$ cat src/rtl/tlb_mp_lookup.sv
// rtl/tlb_mp_lookup.sv - multi-port MIPS32 joint TLB with lookup, write, read, probe and Random/Wired
// Optional multi-match detection on each lookup channel: TLB_MULTIHIT_CHECK_EN
module tlb_mp_lookup #(
    parameter int  ENTRY_NUM    = 16,
    parameter int  LOOKUP_PORTS = 2,
    localparam int IDX_W        = $clog2(ENTRY_NUM)
) (
    input  logic                          clk,
    input  logic                          rst,
    input  logic [7:0]                    asid,
    input  logic [LOOKUP_PORTS-1:0]       lk_req,
    input  logic [LOOKUP_PORTS*32-1:0]    lk_vaddr,
    output logic [LOOKUP_PORTS-1:0]       lk_valid,
    output logic [LOOKUP_PORTS*32-1:0]    lk_paddr,
    output logic [LOOKUP_PORTS-1:0]       lk_miss,
    output logic [LOOKUP_PORTS-1:0]       lk_v,
    output logic [LOOKUP_PORTS-1:0]       lk_d,
    output logic [LOOKUP_PORTS*3-1:0]     lk_c,
    output logic [LOOKUP_PORTS*IDX_W-1:0] lk_index,
    input  logic                          we,
    input  logic [IDX_W-1:0]              w_index,
    input  logic [31:0]                   w_hi,
    input  logic [31:0]                   w_lo0,
    input  logic [31:0]                   w_lo1,
    input  logic [IDX_W-1:0]              rd_index,
    output logic [31:0]                   rd_hi,
    output logic [31:0]                   rd_lo0,
    output logic [31:0]                   rd_lo1,
    input  logic                          probe_req,
    input  logic [31:0]                   probe_hi,
    output logic                          probe_done,
    output logic                          probe_miss,
    output logic [IDX_W-1:0]              probe_index,
    input  logic                          wired_we,
    input  logic [IDX_W-1:0]              wired_i,
`ifdef TLB_MULTIHIT_CHECK_EN
    output logic [LOOKUP_PORTS-1:0]       multihit,
`endif
    output logic [IDX_W-1:0]              random_o
);

    localparam logic [IDX_W-1:0] TOP_IDX = IDX_W'(ENTRY_NUM - 1);

    logic [18:0] vpn2_q [ENTRY_NUM];
    logic [7:0]  asid_q [ENTRY_NUM];
    logic        g_q    [ENTRY_NUM];
    logic [19:0] pfn0_q [ENTRY_NUM];
    logic [19:0] pfn1_q [ENTRY_NUM];
    logic [2:0]  c0_q   [ENTRY_NUM];
    logic [2:0]  c1_q   [ENTRY_NUM];
    logic        d0_q   [ENTRY_NUM];
    logic        d1_q   [ENTRY_NUM];
    logic        v0_q   [ENTRY_NUM];
    logic        v1_q   [ENTRY_NUM];

    logic [ENTRY_NUM-1:0] lk_match [LOOKUP_PORTS];
    logic [ENTRY_NUM-1:0] probe_match;
    logic                 lk_hit   [LOOKUP_PORTS];
    logic [IDX_W-1:0]     lk_idx   [LOOKUP_PORTS];
    logic                 probe_hit;
    logic [IDX_W-1:0]     probe_idx;

    logic [LOOKUP_PORTS-1:0]       lk_valid_q, lk_valid_d;
    logic [LOOKUP_PORTS*32-1:0]    lk_paddr_q, lk_paddr_d;
    logic [LOOKUP_PORTS-1:0]       lk_miss_q, lk_miss_d;
    logic [LOOKUP_PORTS-1:0]       lk_v_q, lk_v_d;
    logic [LOOKUP_PORTS-1:0]       lk_d_q, lk_d_d;
    logic [LOOKUP_PORTS*3-1:0]     lk_c_q, lk_c_d;
    logic [LOOKUP_PORTS*IDX_W-1:0] lk_index_q, lk_index_d;
`ifdef TLB_MULTIHIT_CHECK_EN
    logic [LOOKUP_PORTS-1:0]       multihit_q, multihit_d;
`endif
    logic [31:0]      rd_hi_q, rd_lo0_q, rd_lo1_q;
    logic             probe_done_q, probe_miss_q;
    logic [IDX_W-1:0] probe_index_q;
    logic [IDX_W-1:0] random_q, random_d, wired_q, wired_d;

    logic unused_bits;
    assign unused_bits = ^{w_hi[12:8], w_lo0[31:26], w_lo1[31:26], probe_hi[12:8]};

    // Scanning from the top down leaves the lowest matching index in the result.
    function automatic logic [IDX_W:0] prio_enc(input logic [ENTRY_NUM-1:0] m);
        logic [IDX_W:0] r;
        r = '0;
        for (int k = ENTRY_NUM - 1; k >= 0; k--) begin
            if (m[k]) r = {1'b1, IDX_W'(k)};
        end
        return r;
    endfunction

    always_comb begin
        probe_match = '0;
        for (int p = 0; p < LOOKUP_PORTS; p++) lk_match[p] = '0;
        for (int k = 0; k < ENTRY_NUM; k++) begin
            for (int p = 0; p < LOOKUP_PORTS; p++) begin
                lk_match[p][k] = (vpn2_q[k] == lk_vaddr[32*p+13 +: 19]) &&
                                 ((asid_q[k] == asid) || g_q[k]);
            end
            probe_match[k] = (vpn2_q[k] == probe_hi[31:13]) &&
                             ((asid_q[k] == probe_hi[7:0]) || g_q[k]);
        end
    end

    always_comb begin
        for (int p = 0; p < LOOKUP_PORTS; p++) begin
            {lk_hit[p], lk_idx[p]} = prio_enc(lk_match[p]);
        end
        {probe_hit, probe_idx} = prio_enc(probe_match);
    end

    always_comb begin
        lk_valid_d = lk_req;
        lk_paddr_d = lk_paddr_q;
        lk_miss_d  = lk_miss_q;
        lk_v_d     = lk_v_q;
        lk_d_d     = lk_d_q;
        lk_c_d     = lk_c_q;
        lk_index_d = lk_index_q;
`ifdef TLB_MULTIHIT_CHECK_EN
        multihit_d = multihit_q;
`endif
        for (int p = 0; p < LOOKUP_PORTS; p++) begin
            if (lk_req[p]) begin
                lk_miss_d[p]              = !lk_hit[p];
                lk_paddr_d[32*p +: 32]    = '0;
                lk_v_d[p]                 = 1'b0;
                lk_d_d[p]                 = 1'b0;
                lk_c_d[3*p +: 3]          = '0;
                lk_index_d[IDX_W*p +: IDX_W] = '0;
                if (lk_hit[p]) begin
                    lk_index_d[IDX_W*p +: IDX_W] = lk_idx[p];
                    if (lk_vaddr[32*p+12]) begin
                        lk_paddr_d[32*p +: 32] = {pfn1_q[lk_idx[p]], lk_vaddr[32*p +: 12]};
                        lk_c_d[3*p +: 3]       = c1_q[lk_idx[p]];
                        lk_d_d[p]              = d1_q[lk_idx[p]];
                        lk_v_d[p]              = v1_q[lk_idx[p]];
                    end else begin
                        lk_paddr_d[32*p +: 32] = {pfn0_q[lk_idx[p]], lk_vaddr[32*p +: 12]};
                        lk_c_d[3*p +: 3]       = c0_q[lk_idx[p]];
                        lk_d_d[p]              = d0_q[lk_idx[p]];
                        lk_v_d[p]              = v0_q[lk_idx[p]];
                    end
                end
`ifdef TLB_MULTIHIT_CHECK_EN
                multihit_d[p] = ($countones(lk_match[p]) > 1);
`endif
            end
        end
    end

    // Random reloads at or below Wired, which also pins it at the top when Wired >= top.
    always_comb begin
        wired_d  = wired_q;
        random_d = (random_q <= wired_q) ? TOP_IDX : random_q - 1'b1;
        if (wired_we) begin
            wired_d  = wired_i;
            random_d = TOP_IDX;
        end
    end

    always_ff @(posedge clk) begin
        if (rst) begin
            for (int k = 0; k < ENTRY_NUM; k++) begin
                vpn2_q[k] <= '0;
                asid_q[k] <= '0;
                g_q[k]    <= 1'b0;
                pfn0_q[k] <= '0;
                pfn1_q[k] <= '0;
                c0_q[k]   <= '0;
                c1_q[k]   <= '0;
                d0_q[k]   <= 1'b0;
                d1_q[k]   <= 1'b0;
                v0_q[k]   <= 1'b0;
                v1_q[k]   <= 1'b0;
            end
        end else if (we) begin
            vpn2_q[w_index] <= w_hi[31:13];
            asid_q[w_index] <= w_hi[7:0];
            g_q[w_index]    <= w_lo0[0] & w_lo1[0];
            pfn0_q[w_index] <= w_lo0[25:6];
            pfn1_q[w_index] <= w_lo1[25:6];
            c0_q[w_index]   <= w_lo0[5:3];
            c1_q[w_index]   <= w_lo1[5:3];
            d0_q[w_index]   <= w_lo0[2];
            d1_q[w_index]   <= w_lo1[2];
            v0_q[w_index]   <= w_lo0[1];
            v1_q[w_index]   <= w_lo1[1];
        end
    end

    always_ff @(posedge clk) begin
        if (rst) begin
            lk_valid_q    <= '0;
            lk_paddr_q    <= '0;
            lk_miss_q     <= '0;
            lk_v_q        <= '0;
            lk_d_q        <= '0;
            lk_c_q        <= '0;
            lk_index_q    <= '0;
`ifdef TLB_MULTIHIT_CHECK_EN
            multihit_q    <= '0;
`endif
            rd_hi_q       <= '0;
            rd_lo0_q      <= '0;
            rd_lo1_q      <= '0;
            probe_done_q  <= 1'b0;
            probe_miss_q  <= 1'b0;
            probe_index_q <= '0;
            wired_q       <= '0;
            random_q      <= TOP_IDX;
        end else begin
            lk_valid_q    <= lk_valid_d;
            lk_paddr_q    <= lk_paddr_d;
            lk_miss_q     <= lk_miss_d;
            lk_v_q        <= lk_v_d;
            lk_d_q        <= lk_d_d;
            lk_c_q        <= lk_c_d;
            lk_index_q    <= lk_index_d;
`ifdef TLB_MULTIHIT_CHECK_EN
            multihit_q    <= multihit_d;
`endif
            rd_hi_q       <= {vpn2_q[rd_index], 5'd0, asid_q[rd_index]};
            rd_lo0_q      <= {6'd0, pfn0_q[rd_index], c0_q[rd_index], d0_q[rd_index],
                              v0_q[rd_index], g_q[rd_index]};
            rd_lo1_q      <= {6'd0, pfn1_q[rd_index], c1_q[rd_index], d1_q[rd_index],
                              v1_q[rd_index], g_q[rd_index]};
            probe_done_q  <= probe_req;
            if (probe_req) begin
                probe_miss_q  <= !probe_hit;
                probe_index_q <= probe_hit ? probe_idx : '0;
            end
            wired_q       <= wired_d;
            random_q      <= random_d;
        end
    end

    assign lk_valid    = lk_valid_q;
    assign lk_paddr    = lk_paddr_q;
    assign lk_miss     = lk_miss_q;
    assign lk_v        = lk_v_q;
    assign lk_d        = lk_d_q;
    assign lk_c        = lk_c_q;
    assign lk_index    = lk_index_q;
`ifdef TLB_MULTIHIT_CHECK_EN
    assign multihit    = multihit_q;
`endif
    assign rd_hi       = rd_hi_q;
    assign rd_lo0      = rd_lo0_q;
    assign rd_lo1      = rd_lo1_q;
    assign probe_done  = probe_done_q;
    assign probe_miss  = probe_miss_q;
    assign probe_index = probe_index_q;
    assign random_o    = random_q;

endmodule

$ cat config.mk
export PLATFORM = sky130hd
export DESIGN_NAME = tlb_mp_lookup
export DESIGN_NICKNAME = d
export VERILOG_FILES = /design/src/rtl/tlb_mp_lookup.sv
export SDC_FILE = /design/constraint.sdc
export NUM_CORES = 2
export LEC_CHECK = 0
export ABC_AREA = 1
export ABC_CLOCK_PERIOD_IN_PS = 4700
export CELL_PAD_IN_SITES_DETAIL_PLACEMENT = 0
export CELL_PAD_IN_SITES_GLOBAL_PLACEMENT = 1
export CORE_ASPECT_RATIO = 1.5
export CORE_MARGIN = 8
export CORE_UTILIZATION = 37
export DETAILED_ROUTE_END_ITERATION = 8
export PLACE_DENSITY = 0.74
export SLEW_MARGIN = 20
export SYNTH_ARGS = -nofsm -noshare
export SYNTH_HDL_FRONTEND = slang
export SYNTH_SLANG_ARGS = --single-unit
$ cat constraint.sdc
create_clock -name clk -period 4.7 [get_ports clk]
set_input_delay 0.94 -clock clk [delete_from_list [all_inputs] [get_ports clk]]
set_output_delay 0.94 -clock clk [all_outputs]
set_load 0.005 [all_outputs]
==> Flow_metrics.wiki <==
{| class="wikitable"
! Metric !! Value
|-
| Worst endpoint data arrival time || 5.33 ns
|-
| Post-route standard cell area excluding fillers || 112000 sq um
|-
| Fmax || around 220 MHz
|-
| Die Ht || approximately 630 um
|-
| Status || complete, but fails checks
|-
| Max_cap viols || 0
|-
| Combined area of all synthesized cells || 92000 sq um
|-
| Overflow left after global routing || 0
|-
| Worst-case reg-to-reg path depth || 35
|-
| Worst-skew pair later-pin latency || 0.90 ns
|-
| Maximum number of buffers from clock root to sink || 4
|-
| DRC violations left || 1
|-
| Number of buffer cells added on primary ports || 371
|-
| Startpoint types || primary input
|-
| Dominant cell by count in the synthesized netlist || sky130_fd_sc_hd__nand3_1
|-
| Largest area contributor in the synthesized netlist || sky130_fd_sc_hd__edfxtp_1
|-
| Num Clock Sinks || 1426
|-
| Final max-slew violation count || 0
|-
| Most numerous cell types in the synthesized netlist || sky130_fd_sc_hd__nand3_1 (2541), sky130_fd_sc_hd__nand2_1 (2049), sky130_fd_sc_hd__nor2_1 (1821), sky130_fd_sc_hd__edfxtp_1 (1248), sky130_fd_sc_hd__o21ai_0 (659)
|-
| Std-Cell Rows || 224
|-
| DRT Wirelength || approximately 540 mm
|-
| Total power draw || 34.8 mW
|-
| Clock root buffer || sky130_fd_sc_hd__clkbuf_16
|-
| Minimum clock period after layout || 4.60 ns
|-
| Violations in the final reports || DRC
|-
| Synthesis-to-layout area growth || 22.3%
|-
| Dpl ws || -1.19 ns
|-
| Largest net degree at the start of global routing || around 120
|-
| Critical path endpoint category || register
|-
| Clock tree from TritonCTS || built
|-
| Initial DRT Pass Iterations || 9
|-
| TritonCTS buffer count || ~170
|-
| Total Nets Final || 12667
|-
| Max stage delay on crit path || 0.57 ns
|-
| Core utilization of the finished layout || 45.4%
|-
| Fraction of power consumed by combinational cells || 15.9%
|-
| Post-DP HPWL || 353 mm
|-
| Die outline area || roughly 270000 sq um
|-
| Layout cells sized above 1 || 12.0%
|-
| Number of synthesized register bits || 1426
|-
| Remaining max-slew budget at the tightest pin || between 10% and 20%
|-
| Classification of the worst setup path || in -> reg
|-
| Worst-case vdd ir drop || 0.279 mV
|-
| Initial core utilization || 37.1%
|-
| Setup skew after layout || 0.0708 ns
|-
| Fraction of the cycle the final worst path needs || 97.9%
|-
| Global-route wire length before repair || 735 mm
|-
| Vias in the first global route || roughly 96000
|-
| Share of synthesized area occupied by flip-flops and latches || between 40 and 50%
|-
| Slew at the pin closest to its max-slew limit || 1.22 ns
|-
| Area of the core || 248000 sq um
|-
| IO Count || 411
|-
| Post-synthesis instance total || 11930
|-
| RSZ-0062 raised after global routing || yes
|-
| Required time at the endpoint of the critical path || between 5 and 6 ns
|-
| Via count || 100717
|-
| Part of the power in the clock network || roughly 40%
|-
| Cell Area, Placed || 106000 sq um
|-
| Fill cell instance count of the final layout || about 24000
|-
| Fin. Hold Viols || 0
|-
| Routability congestion estimate || 1.06
|-
| Switching portion of total power || 29.8%
|-
| Cell with the largest stage delay on the worst path || sky130_fd_sc_hd__clkdlybuf4s50_1
|-
| Leakage dissipation || 44.5 nW
|-
| Count of placed standard cells in the final layout, fillers left out || 15858
|-
| Crit path max fanout || 18
|-
| Sequential share of power || between 40% and 50%
|-
| Overall fraction of global-route tracks in use || 38.4%
|-
| Post-detailed-route count of antenna-violating nets || 0
|-
| Overall die width || ~420 um
|-
| Int Pwr || 24.4 mW
|-
| CTS clock-pin slew for the worst setup and hold paths || ~0.06 ns
|-
| Mean instance size in the synthesized netlist || around 7.7 sq um
|-
| Number of enable-type register cells in the synthesized netlist || about 1200
|-
| Number of endpoints failing setup at the final stage || 0
|-
| PnR worst setup slack || 0.0968 ns
|-
| Share of synthesized registers carrying an async set or reset || 0%
|-
| Fraction of post-synthesis cell area in the top cell type by area || 40.8%
|-
| Worst hold path type || reg -> reg
|-
| Total number of H-tree levels || 4
|-
| Most frequently used flop master after synthesis || sky130_fd_sc_hd__edfxtp_1
|-
| Average detailed-routed wire length per instance || 34.1 um
|-
| Via-to-Cell Ratio || 6.35
|-
| Warnings, synthesis || 0
|-
| Net switching power || a little over 10 mW
|-
| Worst hold path stage count || 1
|-
| Number of instances in the placed design || approximately 16000
|-
| Number of DRC markers in iteration 0 || roughly 17000
|-
| Power density relative to cell area || 309 nW/um^2
|-
| Synth cell types || 54
|-
| Cell types with the largest area share after synthesis || sky130_fd_sc_hd__edfxtp_1 (41%), sky130_fd_sc_hd__nand3_1 (14%), sky130_fd_sc_hd__nand2_1 (8.4%)
|-
| Initial antenna violation count || 20
|}
cell type report:
type | count | area (sq um) | share of cell area (%)
Timing Repair Buffer | 1431 | 15000 | 13.3
Multi-Input combinational cell | 8960 | 44900 | 39.9
Tap cell | 3277 | 4100 | 3.65
Clock inverter | 80 | 1030 | 0.913
Inverter | 458 | 1780 | 1.59
Sequential cell | 1426 | 41000 | 36.5
Antenna cell | 12 | 30.0 | 0.0267
Clock buffer | 214 | 4560 | 4.05
placed cells by master, fill, tap and decap left out, drive strengths merged, types with 115 or more instances in the layout:
cell type,netlist,layout
clkbuf,635,224
xor2,384,384
nand4,115,115
xnor2,291,291
inv,451,459
nand2,2053,2053
dfxtp,178,178
nand3,2541,2541
a21oi,353,353
clkdlybuf4s50,0,356
buf,467,1056
nor2,1821,1821
edfxtp,1248,1248
o221ai,166,166
o21ai,665,665
o22ai,143,143
state kept, by name, indices dropped and copies added, names as in the netlist, 6 cells and up:
name / flops
g_q: 16
lk_paddr: 64
d0_q: 16
pfn1_q: 320
c0_q: 48
lk_c: 6
rd_hi: 27
pfn0_q: 320
lk_index: 8
v0_q: 16
d1_q: 16
vpn2_q: 304
rd_lo1: 25
rd_lo0: 26
asid_q: 128
v1_q: 16
c1_q: 48
per-stage QoR:
step                      hold slack [ns]  setup TNS [ns]
final                               0.436               0
after global routing                0.446               0
after CTS                           0.435               0
after detailed placement            0.420          -56.05
after global placement              0.409          -61.07
after floorplan                     0.407               0
critical path, delay by kind of cell:
kind | cells | cell delay (ns)
AO/OA/AOI/OAI | 2 | 0.26
AND/OR/NAND/NOR | 14 | 2.05
XOR/XNOR | 1 | 0.11
buffers and inverters | 8 | 1.88
kinds of logic (layout without fill, tap and decap cells):
group | count (synthesis) | count (layout) | synth area share, %
buf+inv | 1560 | 2183 | 7.35
simple gates | 6782 | 6782 | 32.1
compound gates | 1481 | 1481 | 9.44
xor+xnor | 675 | 675 | 6.43
other cells | 1 | 29 | 0.00408
fa+ha+maj | 5 | 5 | 0.0680
flops | 1426 | 1426 | 44.6
timing repair:
| action | in CTS | in global routing |
|---|---|---|
| pin swaps | 1 | 13 |
| cloned | 1 | 8 |
| resized for setup | 12 | 86 |
| hold buffers | 0 | 0 |
| hold endpoints to repair | 0 | 0 |
| buffers inserted | 0 | 7 |
| endpoints found under the setup margin | 46 | 50 |
per-layer routing:
layer / up-vias / GRT usage [%] / wire length [um]
met5: - / 0 / 45
met4: 4 / 35.1 / 64100
met3: 2541 / 7.60 / 55800
met2: 8134 / 62.2 / 244000
met1: 47957 / 42.5 / 176000
li1: 42081 / - / -
power groups by stage:
stage	clock [mW]	sequential (mW)	combinational [mW]
finish	14.0	15.3	5.55
global route	14.4	15.3	5.74
floorplan	0	15.3	2.63
detailed placement	0	15.5	5.31
global placement	0	15.5	5.28
CTS	14.0	15.2	5.34
final timing paths:
path                                      from                         to  slack [ns]
setup / recovery                  lk_vaddr[63]  lk_paddr[56]$_SDFFE_PP0P_         0.1
hold / removal          random_o[0]$_SDFF_PP1_     random_o[0]$_SDFF_PP1_        0.44
setup reg to reg  vpn2_q[14][12]$_SDFFCE_PN0P_  lk_paddr[30]$_SDFFE_PP0P_        0.22
hold reg to reg         random_o[0]$_SDFF_PP1_     random_o[0]$_SDFF_PP1_        0.44
Note: power is estimated with default switching activity, not from simulation.
